**src/rtl/fifo_stream_reader.sv**
```systemverilog
// Read-side drain engine: issues reads against a registered-read FIFO and
// streams the returned words out through a 2-entry skid buffer.
module fifo_stream_reader #(
  parameter int WIDTH = 8,
  parameter int CNT_W = 16
) (
  input  logic             clk,
  input  logic             rst,
  input  logic             fifo_empty,
  output logic             fifo_rd_en,
  input  logic [WIDTH-1:0] fifo_data,
  input  logic             flush,
  output logic             m_valid,
  input  logic             m_ready,
  output logic [WIDTH-1:0] m_data,
  output logic             busy,
  output logic [CNT_W-1:0] pop_count
);

  logic [1:0]       r_occ;
  logic             r_inflight;
  logic             r_discard;
  logic [WIDTH-1:0] r_buf0;
  logic [WIDTH-1:0] r_buf1;
  logic [CNT_W-1:0] r_pop_count;

  logic             w_pop;
  logic             w_capture;
  logic [2:0]       w_level;
  logic             w_rd_en;

  assign w_pop     = (r_occ != 2'd0) && m_ready;
  assign w_level   = {1'b0, r_occ} + {2'b00, r_inflight};
  // occ + inflight - pop < 2, rearranged to stay unsigned
  assign w_rd_en   = !rst && !flush && !fifo_empty &&
                     (w_level < (3'd2 + {2'b00, w_pop}));
  assign w_capture = r_inflight && !r_discard && !flush;

  always_ff @(posedge clk or posedge rst) begin
    if (rst) begin
      r_occ       <= 2'd0;
      r_inflight  <= 1'b0;
      r_discard   <= 1'b0;
      r_buf0      <= '0;
      r_buf1      <= '0;
      r_pop_count <= '0;
    end else begin
      r_pop_count <= r_pop_count + CNT_W'(w_pop);
      r_inflight  <= w_rd_en;
      r_discard   <= flush && r_inflight;
      if (flush) begin
        r_occ <= 2'd0;
      end else begin
        unique case ({w_pop, w_capture})
          2'b01: begin
            if (r_occ == 2'd0) r_buf0 <= fifo_data;
            else               r_buf1 <= fifo_data;
            r_occ <= r_occ + 2'd1;
          end
          2'b10: begin
            r_buf0 <= r_buf1;
            r_occ  <= r_occ - 2'd1;
          end
          2'b11: begin
            // head leaves while the new word enters the tail
            if (r_occ == 2'd1) begin
              r_buf0 <= fifo_data;
            end else begin
              r_buf0 <= r_buf1;
              r_buf1 <= fifo_data;
            end
          end
          default: ;
        endcase
      end
    end
  end

  assign fifo_rd_en = w_rd_en;
  assign m_valid    = (r_occ != 2'd0);
  assign m_data     = r_buf0;
  assign busy       = (r_occ != 2'd0) || r_inflight;
  assign pop_count  = r_pop_count;

endmodule
```
**config.mk**
```make
export PLATFORM = sky130hd
export DESIGN_NAME = fifo_stream_reader
export DESIGN_NICKNAME = d
export VERILOG_FILES = /design/src/rtl/fifo_stream_reader.sv
export SDC_FILE = /design/constraint.sdc
export NUM_CORES = 1
export LEC_CHECK = 0
export CORE_MARGIN = 10
export CORE_UTILIZATION = 52
export CTS_BUF_LIST = sky130_fd_sc_hd__clkbuf_8
export CTS_CLUSTER_SIZE = 40
export DETAILED_ROUTE_END_ITERATION = 10
export GPL_ROUTABILITY_DRIVEN = 0
export PLACE_DENSITY = 0.82
export SETUP_SLACK_MARGIN = 0.02
export SLEW_MARGIN = 25
export SYNTH_ARGS = -nofsm -noshare
export SYNTH_HDL_FRONTEND = slang
export SYNTH_SLANG_ARGS = --single-unit
```
**constraint.sdc**
```tcl
create_clock -name clk -period 2.6 [get_ports clk]
set_input_delay 0.52 -clock clk [delete_from_list [all_inputs] [get_ports clk]]
set_output_delay 0.52 -clock clk [all_outputs]
set_load 0.02 [all_outputs]
```
==> results.ini, run 1 <==
[logic_synthesis]
post_synth_inst_count=154
synth-seq-area-share_pct=50.5
yosys.area.top_type=dfrtp_1
syn-num-nets=174
synth.area.top_cells=dfrtp_1, mux2_4, ha_1
syn_area_per_cell_sq_um=11.6
synth_seq_cells=36
ys.warnings.count=0
synth_unique_cells=36
synthArstFlopShare_pct=100
postSynth.topFlopCell=dfrtp_1
synth_edf_count=0
mappedNetlistArea_sq_um=1780
synth_top_area_share_pct=50.5

[die]
die_height_um=78.6
floorplan.initialDensity_pct=53.4
die_width_um=78.6
floorplan.die_area_sq_um=6170
num_rows=21
pin_count=40
core_area_sq_um=3340

[critical_path]
timing.critical_path.cells=inv_1 > ha_1 > or2b_1 > clkdlybuf4s50_1
worstPathMaxFanout=7
timing.critical_path.slowest_stage_cell=clkdlybuf4s50_1
cp-start-kind=register
critical-path-top-delay-family=buffers and inverters
endpoint_kind_of_the_worst_setup_timing_path=output pin
reg2reg_to=pop_count[14]$_DFF_PP0_
crit-reg2reg-launch=r_occ[0]$_DFFE_PP0P_
cp_num_buf_inv=2
setup.reg_to_reg.worst_slack_ps=360
timing_worst_setup_path_type=register to output pin
critical-path-max-stage-delay_ps=540
crit_required_ps=2080
arrival_ps=1920
r2r_cells=9

[timing]
timing.clock.skew_ps=4.27
timing.max_slew.rel_slack_pct=70.0
post-route-period-util_pct=93.8
final_hold_viol_count=0
max_freq_ghz=0.410
setup_viol_count_final=0
finalWorstPathRequiredPeriod_ps=2440
tightest_slew_ps=450
timing.final.max_slew_violations=0
hold-worst-slack_ps=481
rsz0062_at_grt=no

[min_path]
hold_start=pop_count[15]$_DFF_PP0_
min_delay_worst_endpoint=pop_count[15]$_DFF_PP0_
hold_class=register to register
timing.hold.worst_path_depth=1

[grt]
globalRouteTotalUtil_pct=14.2
grt_start_max_net_pins=37
grt_overflow_total=0
grt_pass1_wl_um=6980
via_count_of_the_first_global_routing_pass=1457
number_of_antenna_violations_at_the_first_check_in_global_routing=0

[finish]
number_of_diodes=0
layout_cell_share_with_drive_strength_beyond_1_pct=14.7
final_common_cell=clkdlybuf4s50_1
mostFrequentLayoutCells=clkdlybuf4s50_1, dfrtp_1, nor2_1, xnor2_1, inv_1
syn2layout_area_growth_pct=31.2
final_nets=223

[clock_network]
clock_tree_from_tritoncts=done
clk_pin_slew_worst_paths_ps=70
cts_buf_count=5
cts.sink_count=36
h-tree-depth=2
clockRootBuffer=clkbuf_8
cts-hold-fix-buffers=0
cts-root-to-sink-buffers=2
clkLatencyLatePin_ps=290

[power_and_ir_drop]
pwr_density_cell_nw_per_um2=883
sw_ratio_pct=34.4
power.static_leakage_nw=1.04
comb_power_share_pct=38.9
power_report.internal_total_mw=1.36
p_sw_uw=710
share_clk_of_total_power_pct=19.8
seq_power_share_pct=41.3
ir_worst_vdd_uv=577
totalPowerFinal_mw=2.06

[place]
hpwl_dp_um=3120
port-buffer-count=39

[drt]
via_count=1298
drt_pass1_iterations=4
drt_first_iter_violations=137
wirelength_um=4070
drtAntennaViolNets=0
via_per_inst=5.19
drc_errors=0
wl_per_cell_um=16.3

[outcome]
run_status=finished, final reports clean

[flow_run]
maxCapViolations=0

## cells in the mapped netlist (all sizes together) (2+ instances only)
cell type / instances
a21oi: 10
and2: 2
and3: 2
buf: 4
dfrtp: 36
ha: 7
inv: 9
mux2: 9
mux2i: 7
nand2: 4
nand2b: 3
nand3: 7
nand3b: 2
nand4: 4
nor2: 15
nor3: 3
nor3b: 2
nor4: 2
o21ai: 3
xnor2: 10
xor2: 5
## how the worst max path moves through the flow
| stage | cells after the start | start | end |
|---|---|---|---|
| final | 4 | r_occ[0]$_DFFE_PP0P_ | busy |
| after global routing | 4 | r_occ[0]$_DFFE_PP0P_ | busy |
| after CTS | 5 | r_occ[0]$_DFFE_PP0P_ | fifo_rd_en |
| after detailed placement | 4 | flush | fifo_rd_en |
| after global placement | 4 | flush | fifo_rd_en |
| after floorplan | 3 | flush | fifo_rd_en |
## power by group through the flow
stage	combinational (mW)	clock (mW)	sequential, mW
6_report	0.803	0.410	0.852
5_1_grt	0.867	0.450	0.871
4_1_cts	0.818	0.421	0.852
3_5_place_dp	0.812	0	0.862
3_3_place_gp	0.777	0	0.843
2_1_floorplan	0.353	0	0.960
## cell type report
class | instances | area (sq um)
Multi-Input combinational cell | 105 | 816
Timing Repair Buffer | 46 | 438
Clock buffer | 6 | 82.6
Fill cell | 252 | 998
Clock inverter | 2 | 10.0
Tap cell | 46 | 57.6
Inverter | 9 | 33.8
Sequential cell | 36 | 901
## metal layers
| metal | GRT usage [%] | vias to the layer above | share of wire (%) |
|---|---|---|---|
| met2 | 25.5 | 30 | 53 |
| met4 | 4.84 | 0 | 1.4 |
| li1 | - | 626 | - |
| met3 | 6.04 | 6 | 6.8 |
| met5 | 0 | - | 0 |
| met1 | 14.5 | 636 | 39 |
## metrics by stage
stage / setup TNS, ps / std cells / cell area, sq um / setup slack, ps / utilization (%)
floorplan: 0 / 154 / 1780 / 507 / -
global placement: -170 / 242 / 2250 / -170 / 67.5
detailed placement: -205 / 242 / 2250 / -205 / 67.5
CTS: 0 / 250 / 2340 / 59.3 / 70.2
global route: 0 / 250 / 2340 / 44.1 / 70.1
finish: 0 / 250 / 2340 / 162 / 70.1
## registers in the layout (all words and copies together), names as in the netlist
signal / flops
pop_count: 16
m_data: 8
r_buf1: 8
r_occ: 2
r_discard: 1
r_inflight: 1
## repair_timing
| action | in CTS | in global routing |
|---|---|---|
| setup buffers | 0 | 0 |
| setup endpoints to repair | 1 | 1 |
| gates resized for setup | 1 | 2 |
## kinds of logic (layout without fill, tap and decap cells)
logic type	count (synthesis)	after routing	share of synthesized area (%)
and+or+nand+nor	51	51	16.3
DFF	36	36	50.5
AOI/OAI and AO/OA	16	16	5.90
muxes	16	16	11.3
xor gates and xnor gates	15	15	7.37
buffers and inverters	13	63	3.72
adders and majority gates	7	7	4.91
Note: power is estimated with default switching activity, not from simulation.
==> run 2: changes to the inputs <==
==> constraint.sdc (replaced) <==
create_clock -name clk -period 2.6 [get_ports clk]
set_input_delay 0.65 -clock clk [delete_from_list [all_inputs] [get_ports clk]]
set_output_delay 0.65 -clock clk [all_outputs]
set_load 0.02 [all_outputs]
==> results.ini, run 2 (same netlist as run 1, synthesis figures left out) <==
[critical_path]
worstPathMaxFanout=2
endpoint_kind_of_the_worst_setup_timing_path=output pin
arrival_ps=1890
critical-path-max-stage-delay_ps=540
timing.critical_path.cells=clkdlybuf4s50_1 > or4_4 > a21oi_4 > buf_6
timing_worst_setup_path_type=primary input to output pin
crit_required_ps=1950
cp_num_buf_inv=2
timing.critical_path.slowest_stage_cell=or4_4
cp-start-kind=primary input
critical-path-top-delay-family=buffers and inverters

[timing]
timing.final.max_slew_violations=0
timing.max_slew.rel_slack_pct=69.8
setup_viol_count_final=0
hold-worst-slack_ps=487
max_freq_ghz=0.394
final_hold_viol_count=0
post-route-worst-setup-slack_ps=63.1
tightest_slew_ps=452
rsz0062_at_grt=no
finalWorstPathRequiredPeriod_ps=2540
totalNegativeSetupSlack_ps=0
post-route-period-util_pct=97.6
timing.clock.skew_ps=9.73

[clock_network]
h-tree-depth=2
clock_tree_from_tritoncts=done
cts.sink_count=36
clk_pin_slew_worst_paths_ps=70
clockRootBuffer=clkbuf_8
cts_buf_count=5
clkLatencyLatePin_ps=300
cts-hold-fix-buffers=0
cts-root-to-sink-buffers=2

[drt]
drtAntennaViolNets=0
drc_errors=0
wirelength_um=4050
via_per_inst=5.19
via_count=1319
drt_pass1_iterations=4
drt_first_iter_violations=135
wl_per_cell_um=15.9

[finish]
post-route-util_pct=72.4
final_nets=227
postLayoutCellArea_sq_um=2420
number_of_diodes=0
mostFrequentLayoutCells=clkdlybuf4s50_1, dfrtp_1, nor2_1
syn2layout_area_growth_pct=35.6
finalNonFillerCells=254
fillerInstances=243
flip_flop_count_of_the_largest_register_all_copies_and_words_added=16
area_occupied_by_multi_input_gates_sq_um=833
layout_cell_share_with_drive_strength_beyond_1_pct=17.3
final-seq-area_sq_um=901

[die]
num_rows=21
floorplan.initialDensity_pct=53.4
pin_count=40
floorplan.die_area_sq_um=6170
die_height_um=78.6
core_area_sq_um=3340
die_width_um=78.6

[power_and_ir_drop]
totalPowerFinal_mw=2.15
power_report.internal_total_mw=1.43
seq_power_share_pct=39.7
power.static_leakage_nw=1.08
share_clk_of_total_power_pct=22.4
ir_worst_vdd_uv=694
p_sw_uw=712
sw_ratio_pct=33.2
comb_power_share_pct=38.0
pwr_density_cell_nw_per_um2=888

[place]
port-buffer-count=39
placed_cells_incl_taps=245
total_placed_instance_area_sq_um=2290
hpwl_dp_um=3010
dp_worst_setup_slack_ps=-501

[grt]
via_count_of_the_first_global_routing_pass=1392
globalRouteTotalUtil_pct=13.6
grt_start_max_net_pins=37
number_of_antenna_violations_at_the_first_check_in_global_routing=0
grt_pass1_wl_um=6710
grt_overflow_total=0

[outcome]
run_status=finished, final reports clean

[flow_run]
maxCapViolations=0

[min_path]
hold_class=register to register

[run 2: final cells by class]
class                   count  area share [%]
flip-flops and latches     36            37.3
multi-input cells         105            34.5
repair buffers             50            20.0
clock buffers               5            2.85
well taps                  46            2.38
clock inverters             3            1.60
inverters                   9            1.40
[run 2: power groups by stage]
stage	registers [mW]	clock network, mW	logic (mW)
global route	0.868	0.518	0.877
CTS	0.849	0.494	0.818
global placement	0.842	0	0.787
finish	0.851	0.480	0.815
floorplan	0.960	0	0.353
detailed placement	0.859	0	0.814
[run 2: per-layer routing]
layer	vias up	global-route usage [%]	wire length [um]	share of wire, %
li1	633	-	-	-
met3	9	5.92	294	7.3
met4	0	5.91	80	2.0
met2	36	22.6	2050	51
met1	641	14.8	1620	40
met5	-	0	0	0
[run 2: path summary, 6_finish.rpt]
| check | start | endpoint | slack, ps | cells past startpoint |
|---|---|---|---|---|
| min | pop_count[15]$_DFF_PP0_ | pop_count[15]$_DFF_PP0_ | 490 | 1 |
| max reg2reg | r_occ[0]$_DFFE_PP0P_ | r_buf1[0]$_DFFE_PP0P_ | 500 | 8 |
| min reg2reg | pop_count[15]$_DFF_PP0_ | pop_count[15]$_DFF_PP0_ | 490 | 1 |
| max | fifo_empty | fifo_rd_en | 60 | 4 |
| max in group asynchronous | rst | m_data[5]$_DFFE_PP0P_ | 1470 | 3 |
| min in group asynchronous | rst | m_data[4]$_DFFE_PP0P_ | 810 | 3 |
[run 2: timing repair]
item,4_1_cts,5_1_grt
setup endpoints to repair,2,1
endpoints found under the hold margin,0,0
gates resized for setup,10,2
setup buffers,0,1
pin swaps,0,1
